<file path="config.mk">
export PLATFORM = sky130hd
export DESIGN_NAME = toll_collector
export DESIGN_NICKNAME = d
export VERILOG_FILES = /design/src/rtl/toll_collector.sv
export SDC_FILE = /design/constraint.sdc
export NUM_CORES = 1
export LEC_CHECK = 0
export CAP_MARGIN = 20
export CORE_MARGIN = 10
export CORE_UTILIZATION = 60
export CTS_CLUSTER_SIZE = 14
export DETAILED_ROUTE_END_ITERATION = 10
export HOLD_SLACK_MARGIN = 0.02
export PLACE_DENSITY = 0.9
export SYNTH_ARGS = -nofsm -noshare
export SYNTH_HDL_FRONTEND = slang
export SYNTH_SLANG_ARGS = --single-unit
</file>
<file path="constraint.sdc">
create_clock -name CLK -period 14.2 [get_ports CLK]
set_clock_uncertainty 0.15 [all_clocks]
set_input_delay 2.13 -clock CLK [delete_from_list [all_inputs] [get_ports CLK]]
set_output_delay 2.13 -clock CLK [all_outputs]
set_load 0.05 [all_outputs]
</file>
<file path="src/rtl/toll_collector.sv">
// -----------------------------------------------------------------------------
// toll_collector
//
// Sequential booth controller that sits directly after the toll-rate logic.
// When a vehicle arrives it latches the fee chosen by the rate selects. It then
// accumulates coin credit, pays out change and raises the gate. It flags rate
// errors, payment timeouts and unpaid departures, and it keeps a saturating
// revenue total for the booth.
//
// Parameters:
//   FEE_H, FEE_M, FEE_L : fee in cents for the high / medium / low rate
//   TIMEOUT             : COLLECT cycles allowed without a coin
//   TW                  : timeout counter width (TIMEOUT < 2**TW)
//
// Ports:
//   CLK         in   clock, all state changes on the rising edge
//   RST         in   synchronous active-high reset
//   H, M, L     in   rate selects from the rate logic (sampled only in IDLE)
//   E           in   rate-logic error flag
//   CAR         in   vehicle present (level)
//   COIN        in   one-cycle coin strobe
//   COIN_VAL    in   [1:0] coin code: 0=5, 1=10, 2=25, 3=100 cents
//   GATE_OPEN   out  gate raised
//   CHANGE      out  [7:0] change / refund in cents, qualified by CHANGE_VLD
//   CHANGE_VLD  out  one-cycle strobe qualifying CHANGE
//   REJECT      out  one-cycle strobe: coin returned (arrived outside COLLECT)
//   ALARM       out  booth fault indicator
//   VIOLATION   out  one-cycle strobe: unpaid departure or payment timeout
//   BUSY        out  high in any state other than IDLE
//   REVENUE     out  [15:0] fees collected since reset, saturating
// -----------------------------------------------------------------------------
module toll_collector #(
    parameter int unsigned FEE_H   = 100,
    parameter int unsigned FEE_M   = 50,
    parameter int unsigned FEE_L   = 25,
    parameter int unsigned TIMEOUT = 200,
    parameter int unsigned TW      = 8
) (
    input  logic        CLK,
    input  logic        RST,
    input  logic        H,
    input  logic        M,
    input  logic        L,
    input  logic        E,
    input  logic        CAR,
    input  logic        COIN,
    input  logic [1:0]  COIN_VAL,
    output logic        GATE_OPEN,
    output logic [7:0]  CHANGE,
    output logic        CHANGE_VLD,
    output logic        REJECT,
    output logic        ALARM,
    output logic        VIOLATION,
    output logic        BUSY,
    output logic [15:0] REVENUE
);

    typedef enum logic [1:0] {
        S_IDLE,
        S_COLLECT,
        S_OPEN,
        S_FAULT
    } state_t;

    localparam logic [7:0]    FEE_H_C    = 8'(FEE_H);
    localparam logic [7:0]    FEE_M_C    = 8'(FEE_M);
    localparam logic [7:0]    FEE_L_C    = 8'(FEE_L);
    localparam logic [TW-1:0] TIMER_LAST = TW'(TIMEOUT - 1);

    state_t        state;
    logic [7:0]    credit;
    logic [7:0]    fee;
    logic [TW-1:0] timer;
    logic          car_q;       // previous CAR, for rising-edge detection

    logic [7:0]    coin_cents;
    logic [8:0]    sum_wide;
    logic [7:0]    sum_sat;     // credit + current coin, clamped to 255
    logic [7:0]    refund_amt;  // what goes back if the car leaves now
    logic [16:0]   rev_wide;
    logic [15:0]   rev_sat;
    logic          car_rise;
    logic          rate_bad;
    logic [7:0]    rate_fee;

    always_comb begin
        case (COIN_VAL)
            2'd0:    coin_cents = 8'd5;
            2'd1:    coin_cents = 8'd10;
            2'd2:    coin_cents = 8'd25;
            default: coin_cents = 8'd100;
        endcase
    end

    assign sum_wide   = {1'b0, credit} + {1'b0, coin_cents};
    assign sum_sat    = sum_wide[8] ? 8'hFF : sum_wide[7:0];
    // A coin landing in the same cycle the car leaves is refunded, not kept.
    assign refund_amt = COIN ? sum_sat : credit;
    assign rev_wide   = {1'b0, REVENUE} + {9'b0, fee};
    assign rev_sat    = rev_wide[16] ? 16'hFFFF : rev_wide[15:0];
    assign car_rise   = CAR && !car_q;
    assign rate_bad   = E || !(H || M || L);

    // Fee priority H > M > L; E is handled separately by rate_bad.
    always_comb begin
        if (H)      rate_fee = FEE_H_C;
        else if (M) rate_fee = FEE_M_C;
        else        rate_fee = FEE_L_C;
    end

    // NOTE: all state and registered outputs use non-blocking assignments so
    // every right-hand side reads the pre-edge value, whatever the order of
    // statements in this block.
    always_ff @(posedge CLK) begin
        if (RST) begin
            state      <= S_IDLE;
            credit     <= '0;
            fee        <= '0;
            timer      <= '0;
            car_q      <= 1'b0;
            GATE_OPEN  <= 1'b0;
            CHANGE     <= '0;
            CHANGE_VLD <= 1'b0;
            REJECT     <= 1'b0;
            ALARM      <= 1'b0;
            VIOLATION  <= 1'b0;
            BUSY       <= 1'b0;
            REVENUE    <= '0;
        end else begin
            car_q      <= CAR;
            // NOTE: the strobes are defaulted low here and raised only by the
            // branch that fires, so each lasts exactly one cycle.
            CHANGE     <= '0;
            CHANGE_VLD <= 1'b0;
            REJECT     <= 1'b0;
            VIOLATION  <= 1'b0;

            case (state)
                S_IDLE: begin
                    if (COIN) REJECT <= 1'b1;
                    if (car_rise) begin
                        credit <= '0;
                        timer  <= '0;
                        BUSY   <= 1'b1;
                        if (rate_bad) begin
                            state <= S_FAULT;
                            ALARM <= 1'b1;
                        end else begin
                            fee   <= rate_fee;
                            state <= S_COLLECT;
                        end
                    end
                end

                S_COLLECT: begin
                    if (!CAR) begin
                        // Unpaid departure: hand back everything.
                        CHANGE     <= refund_amt;
                        CHANGE_VLD <= (refund_amt != 8'd0);
                        VIOLATION  <= 1'b1;
                        credit     <= '0;
                        BUSY       <= 1'b0;
                        state      <= S_IDLE;
                    end else if (COIN) begin
                        timer <= '0;
                        if (sum_sat >= fee) begin
                            // Strobe even for exact payment (CHANGE = 0).
                            CHANGE     <= sum_sat - fee;
                            CHANGE_VLD <= 1'b1;
                            REVENUE    <= rev_sat;
                            credit     <= '0;
                            GATE_OPEN  <= 1'b1;
                            state      <= S_OPEN;
                        end else begin
                            credit <= sum_sat;
                        end
                    end else if (timer == TIMER_LAST) begin
                        CHANGE     <= credit;
                        CHANGE_VLD <= (credit != 8'd0);
                        VIOLATION  <= 1'b1;
                        credit     <= '0;
                        ALARM      <= 1'b1;
                        state      <= S_FAULT;
                    end else begin
                        timer <= timer + TW'(1);
                    end
                end

                S_OPEN: begin
                    if (COIN) REJECT <= 1'b1;
                    if (!CAR) begin
                        GATE_OPEN <= 1'b0;
                        BUSY      <= 1'b0;
                        state     <= S_IDLE;
                    end
                end

                S_FAULT: begin
                    if (COIN) REJECT <= 1'b1;
                    if (!CAR) begin
                        ALARM <= 1'b0;
                        BUSY  <= 1'b0;
                        state <= S_IDLE;
                    end
                end

                default: begin
                    state <= S_IDLE;
                end
            endcase
        end
    end

endmodule

</file>
==> results.py <==
metrics = {
    "setup_path": {
        "timing_worst_setup_path_type": "in -> reg",
        "cp-start-kind": "primary input",
        "end_kind": "flip-flop",
        "required_ns": 14.31,
        "crit_arrival_ns": 7.00,
        "cp_max_fo": 8,
    },
    "clock_network": {
        "cts_tree": "yes",
        "clk_pin_slew_ns": 0.10,
        "ctsHoldBuffers": 0,
        "clkLatencyLatePin_ns": 0.33,
        "root_buffer": "clkbuf_8",
        "post_cts_buffers": 0,
        "clkSinkCount": 54,
        "cts_resized": 0,
        "h-tree-depth": 2,
        "cts_buffers": 5,
        "clockBufferDepth": 2,
    },
    "sta": {
        "period_share_pct": 48.5,
        "relSlewSlack_pct": 42.0,
        "fin_ws_ns": 7.32,
        "setup_tns_ns": 0,
        "hold_viol": 0,
        "fmax_mhz": 145,
        "slew_violations": 0,
        "tightest_slew_ns": 0.863,
        "setup_viol": 0,
        "rsz0062_at_grt": "no",
        "period_needed_ns": 6.88,
    },
    "routing": {
        "ant_nets": 0,
        "detail_route.wirelength_um": 9070,
        "drt_iter0_drc": 349,
        "wire_per_inst_um": 17.3,
        "drc_errors": 0,
        "drt_pass1_iterations": 5,
        "viasPerCell": 6.46,
        "vias": 3399,
    },
    "synth": {
        "syn_inst": 422,
        "synth_edf_count": 0,
        "synth_nets": 460,
        "async_flop_share_pct": 0,
        "synth_flop_cell": "dfxtp_1",
        "ys_warn_count": 0,
        "synth.distinct_cells": 58,
        "syn_avg_cell_area_um2": 8.24,
        "syn-cell-area_um2": 3480,
        "ys_ff_latch": 54,
        "seq_area_frac_synth_pct": 31.1,
    },
    "grt": {
        "antenna_found_initial": 0,
        "grt_max_degree": 39,
        "grt_pass1_vias": 3198,
        "overflow": 0,
        "track_usage_pct": 20.2,
        "grt_pass1_wl_um": 15100,
    },
    "finish": {
        "layout_commonest_cell": "dfxtp_1",
        "nets": 491,
        "antenna_cells": 0,
        "final_layout_size_suffix_gt1_share_pct": 3.52,
        "area_delta_synth_final_pct": 15.2,
        "most-common-layout-cells": "dfxtp_1 (54), nor2_1 (48), clkdlybuf4s50_1 (39)",
    },
    "die": {
        "die_w_um": 96.1,
        "die-area_um2": 9240,
        "ioPinCount": 40,
        "initial_core_util_pct": 62.4,
        "die_height_um": 96.1,
        "fp.coreArea_um2": 5570,
        "num_rows": 27,
    },
    "power": {
        "p_per_area_nw_per_um2": 109,
        "p_leak_nw": 1.52,
        "p_total_mw": 0.435,
        "ir_drop_mv": 0.103,
    },
    "worst_hold_path": {
        "hold_class": "reg -> reg",
    },
    "placed_design": {
        "io_buffers": 39,
        "hpwl_um": 6630,
        "place_congestion": 0.940,
        "place_ws_ns": 7.09,
    },
    "status": {
        "outcome": "finished clean",
    },
    "run": {
        "cap_violations": 0,
    },
}
[area by class of cell]
type | instances | area [um^2]
Timing Repair Buffer | 40 | 398
Multi-Input combinational cell | 326 | 2220
Sequential cell | 54 | 1080
Inverter | 26 | 97.6
Tap cell | 72 | 90.1
Clock buffer | 5 | 68.8
Clock inverter | 3 | 47.5
Fill cell | 457 | 1570
[metal layers]
| metal | wire [um] | vias up | part of all wire, % | global-route usage (%) |
|---|---|---|---|---|
| met2 | 4400 | 161 | 49 | 34.0 |
| li1 | - | 1639 | - | - |
| met4 | 151 | 0 | 1.7 | 6.14 |
| met5 | 0 | - | 0 | 0 |
| met1 | 3770 | 1581 | 42 | 24.5 |
| met3 | 748 | 18 | 8.2 | 5.45 |
[registers in the layout, summed over array words and instances, names as in the netlist, 2 cells and up]
signal / count
CHANGE: 8
credit: 8
timer: 8
REVENUE: 16
state: 2
fee: 5
[cell families (layout without fill, tap and decap cells)]
family / Yosys count / after routing / synth area share, %
AOI/OAI and AO/OA: 148 / 148 / 29.7
xor gates and xnor gates: 11 / 11 / 2.77
adders and majority gates: 28 / 28 / 10.7
buffers and inverters: 42 / 74 / 5.00
DFF: 54 / 54 / 31.1
muxes: 5 / 5 / 1.44
and+or+nand+nor: 134 / 134 / 19.3
[power breakdown]
part	leakage (nW)	switching, mW	internal, mW	total, mW
clock network	0.0587	0.0544	0.0535	0.108
logic	1.02	0.0969	0.0535	0.150
registers	0.437	0.0139	0.163	0.177
total	1.52	0.165	0.270	0.435
[Yosys cell counts, drive strengths merged (2+ instances only)]
library cell   n  area share, %
or2            2           0.36
or3            2           0.36
a211oi        19            4.6
and3           3           0.54
o32ai          2           0.50
a21oi         36            5.6
nand3          9            1.3
ha            25            9.0
a41oi          3           0.76
and2           6            1.1
clkbuf        12            1.3
nor2          48            5.2
o21ai         27            4.0
a21o           8            1.7
and4b          2           0.58
xnor2          2           0.50
a221oi         8            2.0
o211a          2           0.58
nand2b         3           0.54
dfxtp         54             31
inv           25            2.7
a311oi        10            2.5
fa             3            1.7
o21a           3           0.65
nor3          12            2.1
nor2b          7            1.3
nand2         25            2.7
a22o           6            1.5
mux2i          5            1.4
o211ai         2           0.43
o41ai          3           0.76
o31ai          3           0.65
nand4          4           0.72
nand3b         3           0.65
buf            4           0.90
a31oi          9            1.6
xor2           9            2.3
o31a           3           0.76
o221ai         2           0.50
and4           3           0.76
[per-stage QoR]
stage | instances | cell area [um^2] | utilization [%] | hold slack, ns
finish | 526 | 4010 | 71.9 | 0.351
global route | 526 | 4010 | 71.9 | 0.385
CTS | 526 | 4010 | 71.9 | 0.355
detailed placement | 518 | 3890 | 69.8 | 0.332
global placement | 518 | 3890 | 69.8 | 0.317
floorplan | 422 | 3480 | - | 0.314
[worst max-delay path, stage by stage]
cell and delay [ns]:
clkdlybuf4s50_1 0.51, inv_1 0.07, ha_1 0.31, ha_1 0.35, nor2b_1 0.17, o31ai_1 0.40
a21o_1 0.31, nor2b_1 0.26, ha_1 0.21, inv_1 0.06, fa_1 0.42, a211oi_1 0.32
o21ai_0 0.14, a21oi_1 0.27, o21a_1 0.34, nand2_1 0.18, nor3_4 0.34, a22o_1 0.20
[worst paths after layout]
check                                       startpoint                     end  slack, ns  cells after the start
worst max-delay path                       COIN_VAL[0]  credit[4]$_SDFFE_PP0P_       7.32                     18
worst min-delay path                 BUSY$_SDFFE_PP0P_       BUSY$_SDFFE_PP0P_       0.35                      2
worst max register to register  credit[0]$_SDFFE_PP0P_  credit[4]$_SDFFE_PP0P_       9.51                     17
worst min register to register       BUSY$_SDFFE_PP0P_       BUSY$_SDFFE_PP0P_       0.35                      2
No activity file was read; power rests on OpenSTA's default activity.
